$ cat config.mk
export PLATFORM = sky130hd
export DESIGN_NAME = noc_flit_injector
export DESIGN_NICKNAME = d
export VERILOG_FILES = /design/src/rtl/params_noc.sv /design/src/rtl/vc_credit_counter.sv /design/src/rtl/noc_flit_injector.sv
export SDC_FILE = /design/constraint.sdc
export NUM_CORES = 1
export LEC_CHECK = 0
export CAP_MARGIN = 20
export CELL_PAD_IN_SITES_DETAIL_PLACEMENT = 1
export CELL_PAD_IN_SITES_GLOBAL_PLACEMENT = 1
export CORE_MARGIN = 2
export CORE_UTILIZATION = 32
export DETAILED_ROUTE_END_ITERATION = 6
export PLACE_DENSITY_LB_ADDON = 0.1
export RECOVER_POWER = 50
export SLEW_MARGIN = 20
export SYNTH_ARGS = -nofsm -noshare
export SYNTH_HDL_FRONTEND = slang
export SYNTH_SLANG_ARGS = --single-unit
$ cat constraint.sdc
create_clock -name clk -period 2.8 [get_ports clk]
set_input_delay 0.84 -clock clk [delete_from_list [all_inputs] [get_ports clk]]
set_output_delay 0.84 -clock clk [all_outputs]
set_load 0.01 [all_outputs]
$ cat src/rtl/params_noc.sv
// Shared NoC types: flit labels, head layout and VC-tagged flit bundle.
package params_noc;

  localparam int vc_Num             = 2;
  localparam int VC_Size            = $clog2(vc_Num);
  localparam int flit_Size          = 24;
  localparam int x_Des              = 4;
  localparam int y_Des              = 4;
  localparam int header_Payloadsize = 16;

  typedef enum logic [1:0] {
    HEAD     = 2'b00,
    BODY     = 2'b01,
    TAIL     = 2'b10,
    HEADTAIL = 2'b11
  } flit_Data_Label;

  typedef struct packed {
    logic [x_Des-1:0]              x_Dest;
    logic [y_Des-1:0]              y_Dest;
    logic [header_Payloadsize-1:0] header_Payload;
  } packet_Header;

  typedef union packed {
    packet_Header         head_Data;
    logic [flit_Size-1:0] flit;
  } flit_Data;

  typedef struct packed {
    flit_Data_Label       flit_DataLabel;
    logic [VC_Size-1:0]   vc_Id;
    flit_Data             data;
  } flit_Data_withvc;

endpackage

$ cat src/rtl/vc_credit_counter.sv
// Downstream buffer credit count for one VC; send and return in the
// same cycle cancel out.
module vc_credit_counter #(
  parameter int BUF_DEPTH = 4,
  localparam int CW = $clog2(BUF_DEPTH + 1)
) (
  input  logic clk,
  input  logic rst,
  input  logic inc_i,
  input  logic dec_i,
  output logic has_credit_o
);

  logic [CW-1:0] cnt_q, cnt_d;

  always_comb begin
    cnt_d = cnt_q;
    unique case ({inc_i, dec_i})
      2'b10: if (cnt_q != CW'(BUF_DEPTH)) cnt_d = cnt_q + 1'b1;
      2'b01: if (cnt_q != '0) cnt_d = cnt_q - 1'b1;
      default: ;
    endcase
  end

  always_ff @(posedge clk or posedge rst) begin
    if (rst) cnt_q <= CW'(BUF_DEPTH);
    else     cnt_q <= cnt_d;
  end

  assign has_credit_o = (cnt_q != '0);

endmodule

$ cat src/rtl/noc_flit_injector.sv
// Packetises core descriptors and body words into VC-tagged flits for
// the router LOCAL port, gated by per-VC downstream credits.
module noc_flit_injector
  import params_noc::*;
#(
  parameter int BUF_DEPTH = 4,
  parameter int MAX_BODY  = 14,
  localparam int LEN_W = $clog2(MAX_BODY + 1)
) (
  input  logic                                 clk,
  input  logic                                 rst,
  input  logic                                 pkt_valid_i,
  output logic                                 pkt_ready_o,
  input  logic [x_Des-1:0]                     pkt_x_dest_i,
  input  logic [y_Des-1:0]                     pkt_y_dest_i,
  input  logic [header_Payloadsize-1:0]        pkt_payload_i,
  input  logic [LEN_W-1:0]                     pkt_body_len_i,
  input  logic                                 body_valid_i,
  output logic                                 body_ready_o,
  input  logic [flit_Size-1:0]                 body_data_i,
  output logic [$bits(flit_Data_withvc)-1:0]   flit_o,
  output logic                                 flit_valid_o,
  input  logic [vc_Num-1:0]                    credit_i,
  output logic                                 busy_o
);

  typedef enum logic {ST_IDLE, ST_BODY} state_e;

  state_e             state_q, state_d;
  logic [VC_Size-1:0] rr_q, rr_d;
  logic [VC_Size-1:0] cur_vc_q, cur_vc_d;
  logic [LEN_W-1:0]   remain_q, remain_d;
  flit_Data_withvc    flit_q, flit_d;
  logic               fvld_q, fvld_d;

  logic [vc_Num-1:0]  has_cred;
  logic [vc_Num-1:0]  dec;
  logic [VC_Size-1:0] chosen;
  logic [VC_Size-1:0] idx;
  logic               found;
  logic [LEN_W-1:0]   len_cl;
  logic               pkt_hs;
  logic               body_hs;

  // Round-robin search starting at rr_q for the first VC holding credit
  always_comb begin
    found  = 1'b0;
    chosen = rr_q;
    idx    = '0;
    for (int i = 0; i < vc_Num; i++) begin
      idx = VC_Size'((int'(rr_q) + i) % vc_Num);
      if (!found && has_cred[idx]) begin
        chosen = idx;
        found  = 1'b1;
      end
    end
  end

  assign len_cl = (pkt_body_len_i > LEN_W'(MAX_BODY))
                ? LEN_W'(MAX_BODY) : pkt_body_len_i;

  assign pkt_hs = !rst && (state_q == ST_IDLE)
                && pkt_valid_i && found;
  assign body_hs = !rst && (state_q == ST_BODY)
                 && body_valid_i && has_cred[cur_vc_q];

  assign pkt_ready_o  = pkt_hs;
  assign body_ready_o = body_hs;

  always_comb begin
    state_d  = state_q;
    rr_d     = rr_q;
    cur_vc_d = cur_vc_q;
    remain_d = remain_q;
    flit_d   = flit_q;
    fvld_d   = 1'b0;
    unique case (1'b1)
      pkt_hs: begin
        flit_d.flit_DataLabel = (len_cl == '0) ? HEADTAIL : HEAD;
        flit_d.vc_Id          = chosen;
        flit_d.data.head_Data.x_Dest         = pkt_x_dest_i;
        flit_d.data.head_Data.y_Dest         = pkt_y_dest_i;
        flit_d.data.head_Data.header_Payload = pkt_payload_i;
        fvld_d   = 1'b1;
        cur_vc_d = chosen;
        remain_d = len_cl;
        rr_d     = VC_Size'((int'(chosen) + 1) % vc_Num);
        state_d  = (len_cl != '0) ? ST_BODY : ST_IDLE;
      end
      body_hs: begin
        flit_d.flit_DataLabel = (remain_q == LEN_W'(1)) ? TAIL : BODY;
        flit_d.vc_Id          = cur_vc_q;
        flit_d.data.flit      = body_data_i;
        fvld_d   = 1'b1;
        remain_d = remain_q - 1'b1;
        if (remain_q == LEN_W'(1)) state_d = ST_IDLE;
      end
      default: ;
    endcase
  end

  always_ff @(posedge clk or posedge rst) begin
    if (rst) begin
      state_q  <= ST_IDLE;
      rr_q     <= '0;
      cur_vc_q <= '0;
      remain_q <= '0;
      flit_q   <= '0;
      fvld_q   <= 1'b0;
    end else begin
      state_q  <= state_d;
      rr_q     <= rr_d;
      cur_vc_q <= cur_vc_d;
      remain_q <= remain_d;
      flit_q   <= flit_d;
      fvld_q   <= fvld_d;
    end
  end

  for (genvar v = 0; v < vc_Num; v++) begin : g_vc
    assign dec[v] = (pkt_hs && chosen == VC_Size'(v))
                  || (body_hs && cur_vc_q == VC_Size'(v));

    vc_credit_counter #(.BUF_DEPTH(BUF_DEPTH)) u_cred (
      .clk          (clk),
      .rst          (rst),
      .inc_i        (credit_i[v]),
      .dec_i        (dec[v]),
      .has_credit_o (has_cred[v])
    );
  end

  assign flit_o       = flit_q;
  assign flit_valid_o = fvld_q;
  assign busy_o       = (state_q == ST_BODY);

endmodule

# [Yosys cells after proc, flatten, opt, wreduce, memory -nomap -nowiden]
# Index checks and enable logic that the tools add are counted.
# Widths: inputs -> output; s select.
[word_totals] reg_bits=41 input_bits=58 output_inout_bits=31 wordCells=86
[classes] addsub=7 order_cmp=4 n_eq_ne=12 n_mux=24 n_bitwise=3 n_reduce_logical=26
[ops] op="$pmux 27 s2" count=1
[ops] op="$mux 1" count=12
[ops] op="$mux 3" count=4
[ops] op="$pmux 3 s2" count=2
[ops] op="$logic_and 1x1->1" count=11
[ops] op="$ne 2x1->1 const B" count=5
[ops] op="$pmux 4 s2" count=1
[ops] op="$add 3x1->3 const B" count=2
[ops] op="$lt 1x2->1 const B" count=3
[ops] op="$ne 3x3->1 const B" count=2
[ops] op="$reduce_and 3->1" count=2
[ops] op="$reduce_bool 2->1" count=3
[ops] op="$reduce_bool 3->1" count=2
[ops] op="$sub 3x1->3 const B" count=2
[ops] op="$eq 2x1->1 const B" count=2
[ops] op="$eq 2x2->1 const B" count=2
[ops] op="$eq 4x1->1 const B" count=1
[ops] op="$gt 4x4->1 const B" count=1
[ops] op="$logic_not 4->1" count=1
[ops] op="$mux 2" count=2
[ops] op="$mux 4" count=1
[ops] op="$reduce_bool 4->1" count=1
[ops] op="$sub 4x1->4 const B" count=1
[ops] op="$not 1->1" count=3
[ops] op="6 further kinds" count=9

# [Depth between registers and ports, before layout]
[logic_depth] depth_word=13 depth_mapped=13 ltp_nobuf=12

# [Modules after synthesis]
# Synthesis repeated with hierarchy kept, for this count alone.
[unflattened] cells_unflattened=206 area_unflattened_um2=2169.6
[modules_own_cells] mod="noc_flit_injector" instances=1 cells_per_inst=164 area_each_um2=1736.7 seq_area_each_um2=875.8
[modules_own_cells] mod="vc_credit_counter" instances=2 cells_per_inst=21 area_each_um2=216.5 seq_area_each_um2=76.3

# [Worst setup path before layout]
# No wires, ideal clock.
[synth_path] kind="input to register" from="in body_valid_i" to="reg g_vc[1].u_cred.cnt_q[2]" setup_ns=0.075 arrival_ns=2.688 required_time_ns=2.725 path_slack_ns=0.037 path_stages=13 path_buffers=1 cell_sequence="nand2_1 > a2111o_4 > clkinv_4 > buf_4 > nand2_1 > nand2_1 > ha_1 > xor2_1 > ha_1 > a21oi_1 > xnor2_1 > nand2_1 > xnor2_1"
[synth_via] elab_chain_cells=7 elab_cells_between_ends=11 classes_between="eq/ne: 4; mux: 1; reduce/logical: 6"
[synth_lines] element="from (decl)" line_no="noc_flit_injector.sv:18" source="input logic body_valid_i,"
[synth_lines] element="$logic_and 1x1->1 * (2 in series)" line_no="noc_flit_injector.sv:65" source="&& body_valid_i && has_cred[cur_vc_q];"
[synth_lines] element="via body_ready_o" line_no="noc_flit_injector.sv:19" source="output logic body_ready_o,"
[synth_lines] element="$logic_and 1x1->1 *" line_no="noc_flit_injector.sv:122" source="|| (body_hs && cur_vc_q == VC_Size'(v));"
[synth_lines] element="$logic_or 1x1->1 *" line_no="noc_flit_injector.sv:122"
[synth_lines] element="$eq 2x1->1 or $eq 2x2->1 (tied branches)" line_no="vc_credit_counter.sv:18" source="unique case ({inc_i, dec_i})"
[synth_lines] element="$ne 2x1->1 (no source line) or $reduce_bool 2->1 (tied branches)"
[synth_lines] element="$reduce_and 3->1 (no source line)"
[synth_lines] element="to (signal assigned)" line_no="vc_credit_counter.sv:26" source="if (rst) cnt_q <= CW'(BUF_DEPTH);"
[synth_lines] element="to (signal assigned)" line_no="vc_credit_counter.sv:27" source="else cnt_q <= cnt_d;"
[synth_lines] element="to (decl)" line_no="vc_credit_counter.sv:14" source="logic [CW-1:0] cnt_q, cnt_d;"
# Mark *: on every way through the listed nets, which the timed path passes. The rest lies on a longest branch.
# A chain may end at the register's enable or synchronous reset.

# [Worst setup path in the final report]
[layout_path] from="in rst" to="out body_ready_o"
[layout_via] elab_chain_cells=4
[layout_lines] element="from (decl)" line_no="noc_flit_injector.sv:11" source="input logic rst,"
[layout_lines] element="$logic_not 1->1 (no source line)"
[layout_lines] element="$logic_and 1x1->1" line_no="noc_flit_injector.sv:64" source="assign body_hs = !rst && (state_q == ST_BODY)"
[layout_lines] element="$logic_and 1x1->1 (2 in series)" line_no="noc_flit_injector.sv:65"
[layout_lines] element="to (decl)" line_no="noc_flit_injector.sv:19"
# No other way between the ends.

==> results.json <==
{
  "crit_required_ns": 1.96,
  "crit_type": "input port to output pin",
  "p_total_mw": 3.11,
  "hpwl_mm": 4.14,
  "syn2layout_area_growth_pct": 60.0,
  "vias_per_cell": 5.02,
  "wl_mm": 5.49,
  "finalCriticalPeriod_ns": 2.68,
  "drt_iter0_markers": 68,
  "holdCritPathClass": "register to register",
  "finClkSkew_ns": 0.00765,
  "ant_nets": 0,
  "synthFlopType": "dfrtp_1",
  "n_fill_cell": 692,
  "ys_types": 37,
  "rsz0062_at_grt": "no",
  "final_cell_count_no_fill": 367,
  "multi_input_area_mm2": 0.00104,
  "fin_crit_sh": 0.956,
  "synth-edff-count": 0,
  "clock_path_buffers": 2,
  "num-nets-final": 358,
  "grt_max_degree": 33,
  "setup_viol": 0,
  "root_buffer": "clkbuf_8",
  "grt_use_total": 0.165,
  "rows": 29,
  "netlist_area_mm2": 0.00208,
  "max_freq_mhz": 373,
  "ff_latch_area_mm2": 0.00103,
  "port_buffers": 88,
  "syn_inst": 187,
  "synth-seq-area-share": 0.494,
  "antenna_found_initial": 0,
  "start_util": 0.330,
  "ys_ff_latch": 41,
  "wire_per_inst_um": 15.0,
  "cts.reportedPaths.clkPinSlew_ns": 0.08,
  "grt_first_pass_wirelength_mm": 9.48,
  "place_congestion": 0.788,
  "pin_count": 89,
  "synthArstFlopShare": 1.00,
  "crit_arrival_ns": 1.84,
  "leakage_nw": 1.61,
  "worstMarginPinSlew_ns": 1.19,
  "worstPathMaxFanout": 3,
  "antenna_cells": 0,
  "avgSynthCellArea_um2": 11.1,
  "dp_slack_ns": -0.591,
  "cts_buffers": 5,
  "die_x_um": 84.6,
  "dp_cells": 359,
  "ir_drop_mv": 0.498,
  "maxCapViolCount": 0,
  "drive_above_1_share": 0.166,
  "clk_latency_ns": 0.29,
  "num_vias": 1844,
  "first_pass_iters": 4,
  "relSlewSlack": 0.205,
  "grt-ovfl-total": 0,
  "endpoint_kind": "output pin",
  "die-area_mm2": 0.00716,
  "grt_pass1_vias": 1914,
  "p_per_area_mw_per_mm2": 935,
  "finalHoldViolations": 0,
  "synth_nets": 255,
  "setup_ws_ns": 0.122,
  "maxSlewViolCount": 0,
  "cts_tree": "yes",
  "core_area_mm2": 0.00631,
  "clock_sinks": 41,
  "die_y_um": 84.6,
  "htreeDepth": 2,
  "critPathLaunchType": "input port",
  "yosys_warnings": 0,
  "drcViolationCount": 0,
  "outcome": "complete, no violations"
}
routing by layer:
| layer | part of all wire | global-route usage | wire length, µm | vias up |
|---|---|---|---|---|
| li1 | - | - | - | 884 |
| met1 | 0.43 | 0.211 | 2380 | 891 |
| met2 | 0.49 | 0.272 | 2700 | 67 |
| met3 | 0.070 | 0.0501 | 386 | 2 |
| met4 | 0.0049 | 0.0476 | 27 | 0 |
| met5 | 0 | 0 | 0 | - |
power by group:
| part | internal, mW | switching (mW) | leakage (nW) |
|---|---|---|---|
| logic | 0.874 | 0.654 | 1.06 |
| clock network | 0.259 | 0.195 | 0.0540 |
| registers | 0.895 | 0.234 | 0.500 |
| total | 2.03 | 1.08 | 1.61 |
logic make-up (layout without fill, tap and decap cells):
logic type | after synthesis | count (layout) | share of synthesized area
muxes | 4 | 4 | 0.0216
adders and majority gates | 10 | 10 | 0.0601
DFF | 41 | 41 | 0.494
buffers and inverters | 19 | 122 | 0.0463
and+or+nand+nor | 39 | 39 | 0.0914
xor gates and xnor gates | 6 | 6 | 0.0253
AOI/OAI and AO/OA | 68 | 68 | 0.261
layout by cell type, fill, tap and decap left out, types with 2 or more instances in the layout:
cell and n:
mux2_2 4, inv_1 8, ha_4 2, buf_6 2, a21o_1 25, ha_2 2
o211ai_1 2, xnor2_1 4, nor3_1 2, nor2_1 8, dfrtp_1 39, dfstp_2 2
clkdlybuf4s50_1 71, nand2_2 2, o21ai_0 2, ha_1 6, nand2_1 14, a21oi_2 3
dlygate4sd3_1 12, a211o_1 2, and2_1 2, nand3_1 3, a221o_1 2, a22o_1 24
buf_4 12, clkbuf_8 5, dlygate4sd2_1 3
through the flow:
stage	TNS, ns	util	instance area (µm²)	hold slack [ns]
after CTS	0	0.521	3290	0.484
after detailed placement	-5.24	0.498	3150	0.466
final	0	0.527	3330	0.473
after floorplan	0	-	2080	0.459
after global placement	-4.45	0.498	3150	0.458
after global routing	0	0.527	3330	0.497
sequential cells by signal, summed over array words and instances (netlist names):
register	cells
rr_q	1
flit_o	27
busy_o	1
remain_q	4
cur_vc_q	1
flit_valid_o	1
g_vc.u_cred.cnt_q	6
what timing repair did:
| action | 4_1_cts | 5_1_grt |
|---|---|---|
| pin swaps | 4 | 8 |
| gates cloned | 0 | 0 |
| hold buffers | 0 | 0 |
| gates resized for setup | 22 | 10 |
| setup buffers | 0 | 1 |
| endpoints found under the setup margin | 7 | 2 |
synth_stat cells, types with 3 or more instances:
master,n,area [µm²]
a21o_1,25,188
a21oi_1,4,20.0
a22o_1,24,210
buf_2,4,20.0
buf_4,4,30.0
dfrtp_1,39,976
ha_1,10,125
inv_1,9,33.8
mux2_2,4,45.0
nand2_1,16,60.1
nand3_1,3,15.0
nor2_1,8,30.0
o21ai_0,3,15.0
xnor2_1,4,35.0
critical path: stages:
cell           delay (ns)
dlygate4sd2_1        0.24
clkbuf_1             0.12
a2111o_4             0.47
clkinv_4             0.08
buf_6                0.09
worst paths after layout:
check	from	end	slack, ns	cells past startpoint
worst max-delay path	rst	body_ready_o	0.12	5
worst min-delay path	flit_o[3]	flit_o[3]	0.47	1
worst max register to register	g_vc[1].u_cred.cnt_q[1]	g_vc[1].u_cred.cnt_q[2]	0.35	11
worst min register to register	flit_o[3]	flit_o[3]	0.47	1
max in group asynchronous	rst	rr_q	0.47	4
min in group asynchronous	rst	flit_o[12]	0.80	3
final cells by class:
cell class,count,share of cell area
sequential,41,0.309
tap,77,0.0289
inverter,11,0.0139
clock inverter,2,0.0105
multi-input combinational,127,0.312
clock buffer,5,0.0207
timing repair buffer,104,0.305
Power figures use the tool's default switching activity.
